<file path="src/rtl/pipelined_hybrid_adder_pkg.sv">
// Shared defaults, mode encoding and stage-count helper for the pipelined hybrid adder.
package pipelined_hybrid_adder_pkg;

   localparam int DEF_WIDTH = 32;
   localparam int DEF_BLOCK = 4;
   localparam int DEF_BPS   = 2;

   localparam logic ADD_OP = 1'b0;
   localparam logic SUB_OP = 1'b1;

   function automatic int calc_nstg(input int width, input int block, input int bps);
      return width / (block * bps);
   endfunction

endpackage

</file>
<file path="src/rtl/cla_block.sv">
// BLOCK-bit combinational carry-look-ahead slice; also exports the carry into its MSB.
module cla_block #(
   parameter int BLOCK = 4
) (
   input  logic [BLOCK-1:0] a,
   input  logic [BLOCK-1:0] b,
   input  logic             ci,
   output logic [BLOCK-1:0] s,
   output logic             co,
   output logic             c_msb
);

   logic [BLOCK-1:0] g;
   logic [BLOCK-1:0] p;
   logic [BLOCK:0]   c;

   // Each carry is the flattened sum-of-products of generates and propagates below it.
   always_comb begin
      logic t;
      logic pp;
      t  = 1'b0;
      pp = 1'b0;
      g  = a & b;
      p  = a ^ b;
      c  = '0;
      c[0] = ci;
      for (int i = 0; i < BLOCK; i++) begin
         t  = g[i];
         pp = p[i];
         for (int j = i - 1; j >= 0; j--) begin
            t  = t | (pp & g[j]);
            pp = pp & p[j];
         end
         c[i+1] = t | (pp & ci);
      end
      s     = p ^ c[BLOCK-1:0];
      co    = c[BLOCK];
      c_msb = c[BLOCK-1];
   end

endmodule

</file>
<file path="src/rtl/pipelined_hybrid_adder.sv">
// Pipelined add/subtract unit: CLA slices rippled within a stage, one register stage per BPS slices,
// valid/ready flow control with per-stage advance so bubbles are squeezed out under backpressure.
module pipelined_hybrid_adder
   import pipelined_hybrid_adder_pkg::*;
#(
   parameter int WIDTH = DEF_WIDTH,
   parameter int BLOCK = DEF_BLOCK,
   parameter int BPS   = DEF_BPS
) (
   input  logic             clk,
   input  logic             rst,
   input  logic             in_valid,
   output logic             in_ready,
   input  logic [WIDTH-1:0] a,
   input  logic [WIDTH-1:0] b,
   input  logic             cy_in,
   input  logic             sub,
   output logic             out_valid,
   input  logic             out_ready,
   output logic [WIDTH-1:0] sum,
   output logic             cy_out,
   output logic             zero,
   output logic             ovf
);

   localparam int S    = BLOCK * BPS;
   localparam int NSTG = calc_nstg(WIDTH, BLOCK, BPS);
   localparam int NREG = (NSTG > 1) ? NSTG - 1 : 1;

   if (WIDTH % S != 0) begin : g_bad_cfg
      $fatal(1, "pipelined_hybrid_adder: WIDTH must be a multiple of BLOCK*BPS");
   end

   logic [NSTG:0]    adv;
   logic [NSTG-1:0]  vld_p;
   logic [WIDTH-1:0] x_q [NREG];
   logic [WIDTH-1:0] y_q [NREG];
   logic             c_q [NREG];
   logic [WIDTH-1:0] beff;
   logic             cin;
   logic             cm_last;

   assign beff = b ^ {WIDTH{sub == SUB_OP}};
   assign cin  = cy_in ^ (sub == SUB_OP);

   always_comb begin
      adv       = '0;
      adv[NSTG] = out_ready;
      for (int k = NSTG - 1; k >= 0; k--) begin
         adv[k] = !vld_p[k] || adv[k+1];
      end
   end

   assign in_ready  = adv[0];
   assign out_valid = vld_p[NSTG-1];

   always_ff @(posedge clk or posedge rst) begin
      if (rst) begin
         vld_p <= '0;
      end else begin
         if (adv[0]) vld_p[0] <= in_valid;
         for (int k = 1; k < NSTG; k++) begin
            if (adv[k]) vld_p[k] <= vld_p[k-1];
         end
      end
   end

   // x words hold finished sum bits below the stage boundary and untouched A bits above it;
   // y words hold the not-yet-consumed B bits shifted down so the next slice is always at bit 0.
   for (genvar k = 0; k < NSTG; k++) begin : g_stg
      logic [WIDTH-1:0] xin;
      logic [WIDTH-1:0] x_nx;
      logic [S-1:0]     yop;
      logic [S-1:0]     ssum;
      logic             cin_k;
      logic             vin;
      logic             co_k;

      if (k == 0) begin : g_src0
         assign xin   = a;
         assign yop   = beff[S-1:0];
         assign cin_k = cin;
         assign vin   = in_valid;
      end else begin : g_srck
         assign xin   = x_q[k-1];
         assign yop   = y_q[k-1][S-1:0];
         assign cin_k = c_q[k-1];
         assign vin   = vld_p[k-1];
      end

      for (genvar j = 0; j < BPS; j++) begin : g_blk
         logic ci;
         logic co;
         if (j == 0) begin : g_ci0
            assign ci = cin_k;
         end else begin : g_cij
            assign ci = g_blk[j-1].co;
         end
         if (k == NSTG - 1 && j == BPS - 1) begin : g_msb
            cla_block #(.BLOCK(BLOCK)) u_cla (
               .a     (xin[k*S + j*BLOCK +: BLOCK]),
               .b     (yop[j*BLOCK +: BLOCK]),
               .ci    (ci),
               .s     (ssum[j*BLOCK +: BLOCK]),
               .co    (co),
               .c_msb (cm_last)
            );
         end else begin : g_mid
            logic cm_unused;
            cla_block #(.BLOCK(BLOCK)) u_cla (
               .a     (xin[k*S + j*BLOCK +: BLOCK]),
               .b     (yop[j*BLOCK +: BLOCK]),
               .ci    (ci),
               .s     (ssum[j*BLOCK +: BLOCK]),
               .co    (co),
               .c_msb (cm_unused)
            );
         end
      end

      assign co_k = g_blk[BPS-1].co;

      always_comb begin
         x_nx            = xin;
         x_nx[k*S +: S]  = ssum;
      end

      if (k < NSTG - 1) begin : g_reg
         logic [WIDTH-1:0] ysrc;
         if (k == 0) begin : g_y0
            assign ysrc = beff;
         end else begin : g_yk
            assign ysrc = y_q[k-1];
         end
         // ---- stage k -> k+1 boundary ----
         always_ff @(posedge clk) begin
            if (adv[k] && vin) begin
               x_q[k] <= x_nx;
               y_q[k] <= ysrc >> S;
               c_q[k] <= co_k;
            end
         end
      end else begin : g_out
         // ---- result register ----
         always_ff @(posedge clk or posedge rst) begin
            if (rst) begin
               sum    <= '0;
               cy_out <= 1'b0;
               zero   <= 1'b0;
               ovf    <= 1'b0;
            end else if (adv[k] && vin) begin
               sum    <= x_nx;
               cy_out <= co_k;
               zero   <= (x_nx == '0);
               ovf    <= cm_last ^ co_k;
            end
         end
      end
   end

endmodule

</file>
<file path="config.mk">
export PLATFORM = sky130hd
export DESIGN_NAME = pipelined_hybrid_adder
export DESIGN_NICKNAME = d
export VERILOG_FILES = /design/src/rtl/pipelined_hybrid_adder_pkg.sv /design/src/rtl/cla_block.sv /design/src/rtl/pipelined_hybrid_adder.sv
export SDC_FILE = /design/constraint.sdc
export NUM_CORES = 1
export LEC_CHECK = 0
export ABC_AREA = 1
export CAP_MARGIN = 30
export CORE_ASPECT_RATIO = 0.8
export CORE_MARGIN = 3
export CORE_UTILIZATION = 42
export CTS_CLUSTER_DIAMETER = 40
export DETAILED_ROUTE_END_ITERATION = 12
export PLACE_DENSITY_LB_ADDON = 0.08
export SLEW_MARGIN = 20
export SYNTH_ARGS = -nofsm -noshare
export SYNTH_HDL_FRONTEND = slang
export SYNTH_HIERARCHICAL = 1
export SYNTH_SLANG_ARGS = --single-unit
</file>
<file path="constraint.sdc">
create_clock -name clk -period 4.44 [get_ports clk]
set_input_delay 1.332 -clock clk [delete_from_list [all_inputs] [get_ports clk]]
set_output_delay 1.332 -clock clk [all_outputs]
set_load 0.02 [all_outputs]
</file>
==> impl_results.md, run 1 <==
* Synth top area share at 0.560
* Yosys cell types at 22
* Sequential Power Share at 0.462
* CTS buffer count at 17
* Initial Util at 0.431
* Area grow syn2layout at 24.9%
* Asr flop ratio synth at 0.210
* Via count at 4523
* IO buf count at 106
* Multi-input gate area at 2200 µm²
* Placed insts at 964
* Die ar. at 20400 µm²
* CTS max path bufs at 2
* Final Cell Area at 9840 µm²
* GRT Total Usage at 0.140
* Initial DRC Count at 268
* Global route overflow at 0
* Hold slack at 0.421 ns
* F_max at 233 MHz
* Final Util at 0.538
* Setup Fix Bufs, Post-CTS at 0
* IO Count at 107
* NetSw at 1.68 mW
* FF+latch area at 5390 µm²
* Layout Skew at 0.00971 ns
* Fill cells at 1588
* Routed len/inst at 13.6 µm
* Synth Area per Inst at 13.0 µm²
* Total power at 5.40 mW
* Crit end category: output pin
* Core Region at 18300 µm²
* Clock-pin slew on the worst setup and hold paths at 0.07 ns
* Clock sinks at 186
* Routability cong. at 0.813
* Minimum clock period at 4.28 ns
* Leakage dissipation at 4.08 nW
* Status: finished, final reports clean
* VDD IR max at 0.360 mV
* DRC violations left at 0
* Synth area leader: edfxtp_1
* Relative slew slack at 0.505
* EDFF count, synth at 147
* Hold-fix buffers, CTS at 0
* Synthesized cell area at 7880 µm²
* Post-CTS Resized at 0
* Clock root cell: clkbuf_16
* Drt via density at 4.54
* Non-Filler Instances at 996
* Number of setup violations in the final report at 0
* Kind of critical path: input pin to output pin
* Number of global-route vias before repair at 4517
* CTS tree: done
* Max Cap Viol at 0
* Worst-Skew Late Latency at 0.42 ns
* Fraction of final layout cells with drive strength greater than 1 at 0.108
* Pre-CTS WS at 0.136 ns
* Worst EP arrival at 2.95 ns
* Worst-Margin Slew at 0.742 ns
* Main area contributors after synthesis: edfxtp_1 56%, dfrtp_1 12%, nand2_1 6.1%, ha_1 5.1%, xor2_1 4.2%
* Fin crit share at 0.965
* Setup slack after layout at 0.156 ns
* Crit path max fanout at 3
* Final Hold Vio Count at 0
* Sw Share at 0.311
* Yosys warns at 6
* Cell-internal power at 3.72 mW
* Global-route wire length before repair at 22500 µm
* Synth cell count leaders: 147 x edfxtp_1, 128 x nand2_1, 54 x inv_1
* Post-Syn Instances at 608
* PD cells at 549 nW/µm²
* Site Rows at 44
* Top_reg_cell synth: edfxtp_1
* Gate power share at 0.259
* Hpwl dp at 9540 µm
* Worst EP required at 3.11 ns
* Count leader, synth: edfxtp_1
* Drt pass-1 iters at 4
* Clk pwr share at 0.279
* # diodes at 0
* Syn Nets at 718
* Flops & latches, synth at 186
* Area after DPL at 9230 µm²
* CTS H-tree lvls at 4
* Die W at 159 µm
* Routed Antenna Nets at 0
* Largest net degree at the start of global routing at 58
* Worst min path class: flip-flop to flip-flop
* Sequential share of the synthesized area at 0.684
* Initial antenna violation count at 0
* Drt total wl at 13500 µm
* Die Ht at 129 µm
* Setup crit start kind: input pin
* RSZ-0062 raised after global routing: false
* Final setup TNS at 0 ns
* Nets at 840
* Final slew viol count at 0
-- worst paths after layout --
path                       slack (ns)  cells past startpoint              endpoint                 start
max reg2reg                      2.07                     12      zero$_DFFE_PP0P_  x_q[0][89]$_DFFE_PP_
max                              0.16                      8              in_ready             out_ready
min reg2reg                      0.42                      0  x_q[0][64]$_DFFE_PP_  x_q[0][32]$_DFFE_PP_
max in group asynchronous        2.74                      3   sum[11]$_DFFE_PP0P_                   rst
min                              0.42                      0  x_q[0][64]$_DFFE_PP_  x_q[0][32]$_DFFE_PP_
min in group asynchronous        1.35                      3   sum[18]$_DFFE_PP0P_                   rst
-- layout by cell type (no fill, tap or decap) --
master             n
a21oi_1            8
buf_12             1
buf_2              1
buf_4              6
bufinv_16          1
clkbuf_16         17
clkdlybuf4s50_1  105
clkinv_1           2
clkinv_2           1
clkinv_4           1
clkinv_8           3
dfrtp_1           39
edfxtp_1         147
fa_1               8
ha_1              32
inv_1             51
inv_2              2
inv_6              6
inv_8              3
nand2_1          128
nand2_2           36
nand2_4            1
nand3_1           38
nand4_1           16
nor2_1            28
nor2_4             1
o21ai_0           10
o21bai_1           1
or2_0              5
or2_1              3
xnor2_1            4
xor2_1            38
-- cells by family (layout without fill, tap and decap cells) --
group / count (synthesis) / after routing / share of synthesized area
AOI/OAI and AO/OA: 19 / 19 / 0.0124
xor gates and xnor gates: 42 / 42 / 0.0467
adders and majority gates: 40 / 40 / 0.0711
buffers and inverters: 65 / 200 / 0.0376
DFF: 186 / 186 / 0.684
and+or+nand+nor: 256 / 256 / 0.148
-- critical path: stages --
cell and delay [ns]:
clkdlybuf4s50_1 0.40, inv_1 0.06, nand2_2 0.08, inv_1 0.08
nand3_1 0.11, nor2_1 0.24, inv_1 0.10, clkdlybuf4s50_1 0.55
-- state kept, by name, indices dropped and copies added (netlist names) --
signal / cells
zero: 1
vld_p: 4
c_q: 3
y_q: 48
sum: 32
cy_out: 1
ovf: 1
x_q: 96
-- power groups by stage --
stage	clock, mW	combinational (mW)	sequential (mW)
detailed placement	0	1.42	2.54
global route	1.64	1.56	2.54
CTS	1.56	1.42	2.50
floorplan	0	0.675	2.68
finish	1.51	1.40	2.50
global placement	0	1.39	2.52
-- cell type report --
cell class              count  area share
clock buffers              17      0.0432
flip-flops and latches    186       0.548
repair buffers            113       0.114
inverters                  55      0.0210
multi-input cells         357       0.224
well taps                 253      0.0322
clock inverters            15      0.0182
-- routing by layer --
layer | wire length [µm] | GRT usage | vias to the layer above
met2 | 6470 | 0.228 | 79
met3 | 548 | 0.0396 | 11
met1 | 6340 | 0.187 | 2130
met4 | 146 | 0.0386 | 0
li1 | - | - | 2303
met5 | 0 | 0 | -
(Power assumes the default switching activity.)
==> run 2: changes to the inputs <==
--- a/config.mk
+++ b/config.mk
@@ -12,6 +12,8 @@
 export CORE_UTILIZATION = 42
 export CTS_CLUSTER_DIAMETER = 40
 export DETAILED_ROUTE_END_ITERATION = 12
+export GPL_ROUTABILITY_DRIVEN = 0
+export MAX_ROUTING_LAYER = met4
 export PLACE_DENSITY_LB_ADDON = 0.08
 export SLEW_MARGIN = 20
 export SYNTH_ARGS = -nofsm -noshare
==> constraint.sdc (replaced) <==
create_clock -name clk -period 4.1 [get_ports clk]
set_input_delay 1.23 -clock clk [delete_from_list [all_inputs] [get_ports clk]]
set_output_delay 1.23 -clock clk [all_outputs]
set_load 0.02 [all_outputs]
==> impl_results.md, run 2 (synthesis results as in run 1) <==
* Number of global-route vias before repair at 4531
* IO Count at 107
* Die W at 159 µm
* Reg2Reg Depth at 12
* Kind of critical path: input pin to output pin
* Initial DRC Count at 236
* Clock-pin slew on the worst setup and hold paths at 0.07 ns
* Fin crit share at 0.967
* Cells along the critical path: clkdlybuf4s50_1 -> inv_1 -> nand2_2 -> inv_1 -> nand3_1 -> nor2_2 -> inv_1 -> clkdlybuf4s50_1
* Setup crit start kind: input pin
* Fraction of final layout cells with drive strength greater than 1 at 0.111
* Total power at 5.82 mW
* Drt via density at 4.56
* Crit end category: output pin
* Worst path top cell family by delay: buffers and inverters
* Fill cells at 1585
* DRC violations left at 0
* RSZ-0062 raised after global routing: false
* Die ar. at 20400 µm²
* Buf+Inv Stages, Crit Path at 5
* Post-CTS Resized at 0
* Hold slack at 0.413 ns
* Global-route wire length before repair at 22600 µm
* Commonest non-fill, non-tap cell in the layout: edfxtp_1
* IO buf count at 106
* Biggest register: x_q
* Crit path max fanout at 3
* F_max at 252 MHz
* CTS buffer count at 17
* Length of routed met2 wiring at 6700 µm
* PD cells at 590 nW/µm²
* Die Ht at 129 µm
* Final setup TNS at 0 ns
* Status: finished, final reports clean
* Routed len/inst at 14.0 µm
* Drt pass-1 iters at 4
* Via count at 4554
* HP Start: y_q[0][9]$_DFFE_PP_
* Worst EP required at 2.87 ns
* Crit-path most repeated cell: inv_1
* Worst-Margin Slew at 0.732 ns
* Worst r2r dst: zero$_DFFE_PP0P_
* Max Cap Viol at 0
* CTS max path bufs at 2
* Nets at 842
* Final slew viol count at 0
* Site Rows at 44
* FF+latch area at 5390 µm²
* Reg2reg start: x_q[0][88]$_DFFE_PP_
* Initial Util at 0.431
* Relative slew slack at 0.509
* Setup Fix Bufs, Post-CTS at 0
* Worst min path class: flip-flop to flip-flop
* Hold-fix buffers, CTS at 0
* Slowest CP cell: clkdlybuf4s50_1
* Area grow syn2layout at 25.0%
* Hpwl dp at 9860 µm
* Largest regs: x_q: 96 flops, y_q: 48 flops, sum: 32 flops
* Largest net degree at the start of global routing at 58
* CTS tree: done
* Layout Skew at 0.00884 ns
* Worst EP arrival at 2.73 ns
* Min-Delay Endpoint: y_q[0][25]$_DFFE_PP_
* Clock sinks at 186
* Drt total wl at 13900 µm
* Initial antenna violation count at 0
* Leakage dissipation at 4.08 nW
* Global route overflow at 0
* DR top layer: met4
* GRT Total Usage at 0.147
* Worst-Skew Late Latency at 0.42 ns
* Minimum clock period at 3.96 ns
* Met3 WL at 641 µm
* Final Hold Vio Count at 0
* Number of setup violations in the final report at 0
* Slowest stage delay, CP at 0.54 ns
* Core Region at 18300 µm²
* VDD IR max at 0.297 mV
* Reg2reg setup slack at 1.67 ns
* Most frequent cells in the layout: 147 x edfxtp_1, 128 x nand2_1, 105 x clkdlybuf4s50_1
* # diodes at 0
* Number of flip-flops in the largest register at 96
* Clock root cell: clkbuf_16
* Multi-input gate area at 2200 µm²
* CTS H-tree lvls at 4
* Worst Hold Depth at 0
* Routed Antenna Nets at 0
* DRT met1 WL at 6360 µm
## run 2: worst reg2reg max path: stages, from the launching register on
cell      delay (ns)
edfxtp_1        0.43
ha_1            0.35
nand3_1         0.12
nand3_1         0.10
nand3_1         0.08
nand2_1         0.14
fa_1            0.41
xor2_1          0.17
nor2_1          0.10
nand2_1         0.05
nor2_1          0.15
nand3_1         0.10
o21bai_1        0.14
## run 2: cell type report
class,instances,share of cell area
Clock buffer,17,0.0432
Timing Repair Buffer,115,0.119
Inverter,55,0.0210
Tap cell,253,0.0321
Sequential cell,186,0.547
Multi-Input combinational cell,357,0.224
Clock inverter,15,0.0142
## run 2: worst max-delay path by stage
| stage | depth (start not counted) | startpoint | end |
|---|---|---|---|
| after floorplan | 6 | out_ready | c_q[0][0]$_DFFE_PP_ |
| after global placement | 8 | out_ready | in_ready |
| after detailed placement | 8 | out_ready | in_ready |
| after CTS | 8 | out_ready | in_ready |
| after global routing | 8 | out_ready | in_ready |
| final | 8 | out_ready | in_ready |
## run 2: where the power goes
part | total, mW | switching [mW] | internal, mW
Clock | 1.57 | 0.720 | 0.851
Sequential | 2.70 | 0.189 | 2.51
Combinational | 1.55 | 0.884 | 0.661
## run 2: layer usage
metal | track usage | vias to the layer above
li1 | - | 2300
met1 | 0.187 | 2149
met2 | 0.232 | 90
met3 | 0.0380 | 15
met4 | 0.0530 | 0
met5 | - | -
## run 2: stage by stage
step                      instances  utilization  setup WS, ns  area (µm²)
after CTS                       997        0.537        0.0653        9820
after global placement          965        0.506        0.0949        9250
final                           998        0.539         0.137        9850
after floorplan                 608            -         0.648        7880
after global routing            998        0.539        0.0150        9850
after detailed placement        965        0.506        0.0709        9250
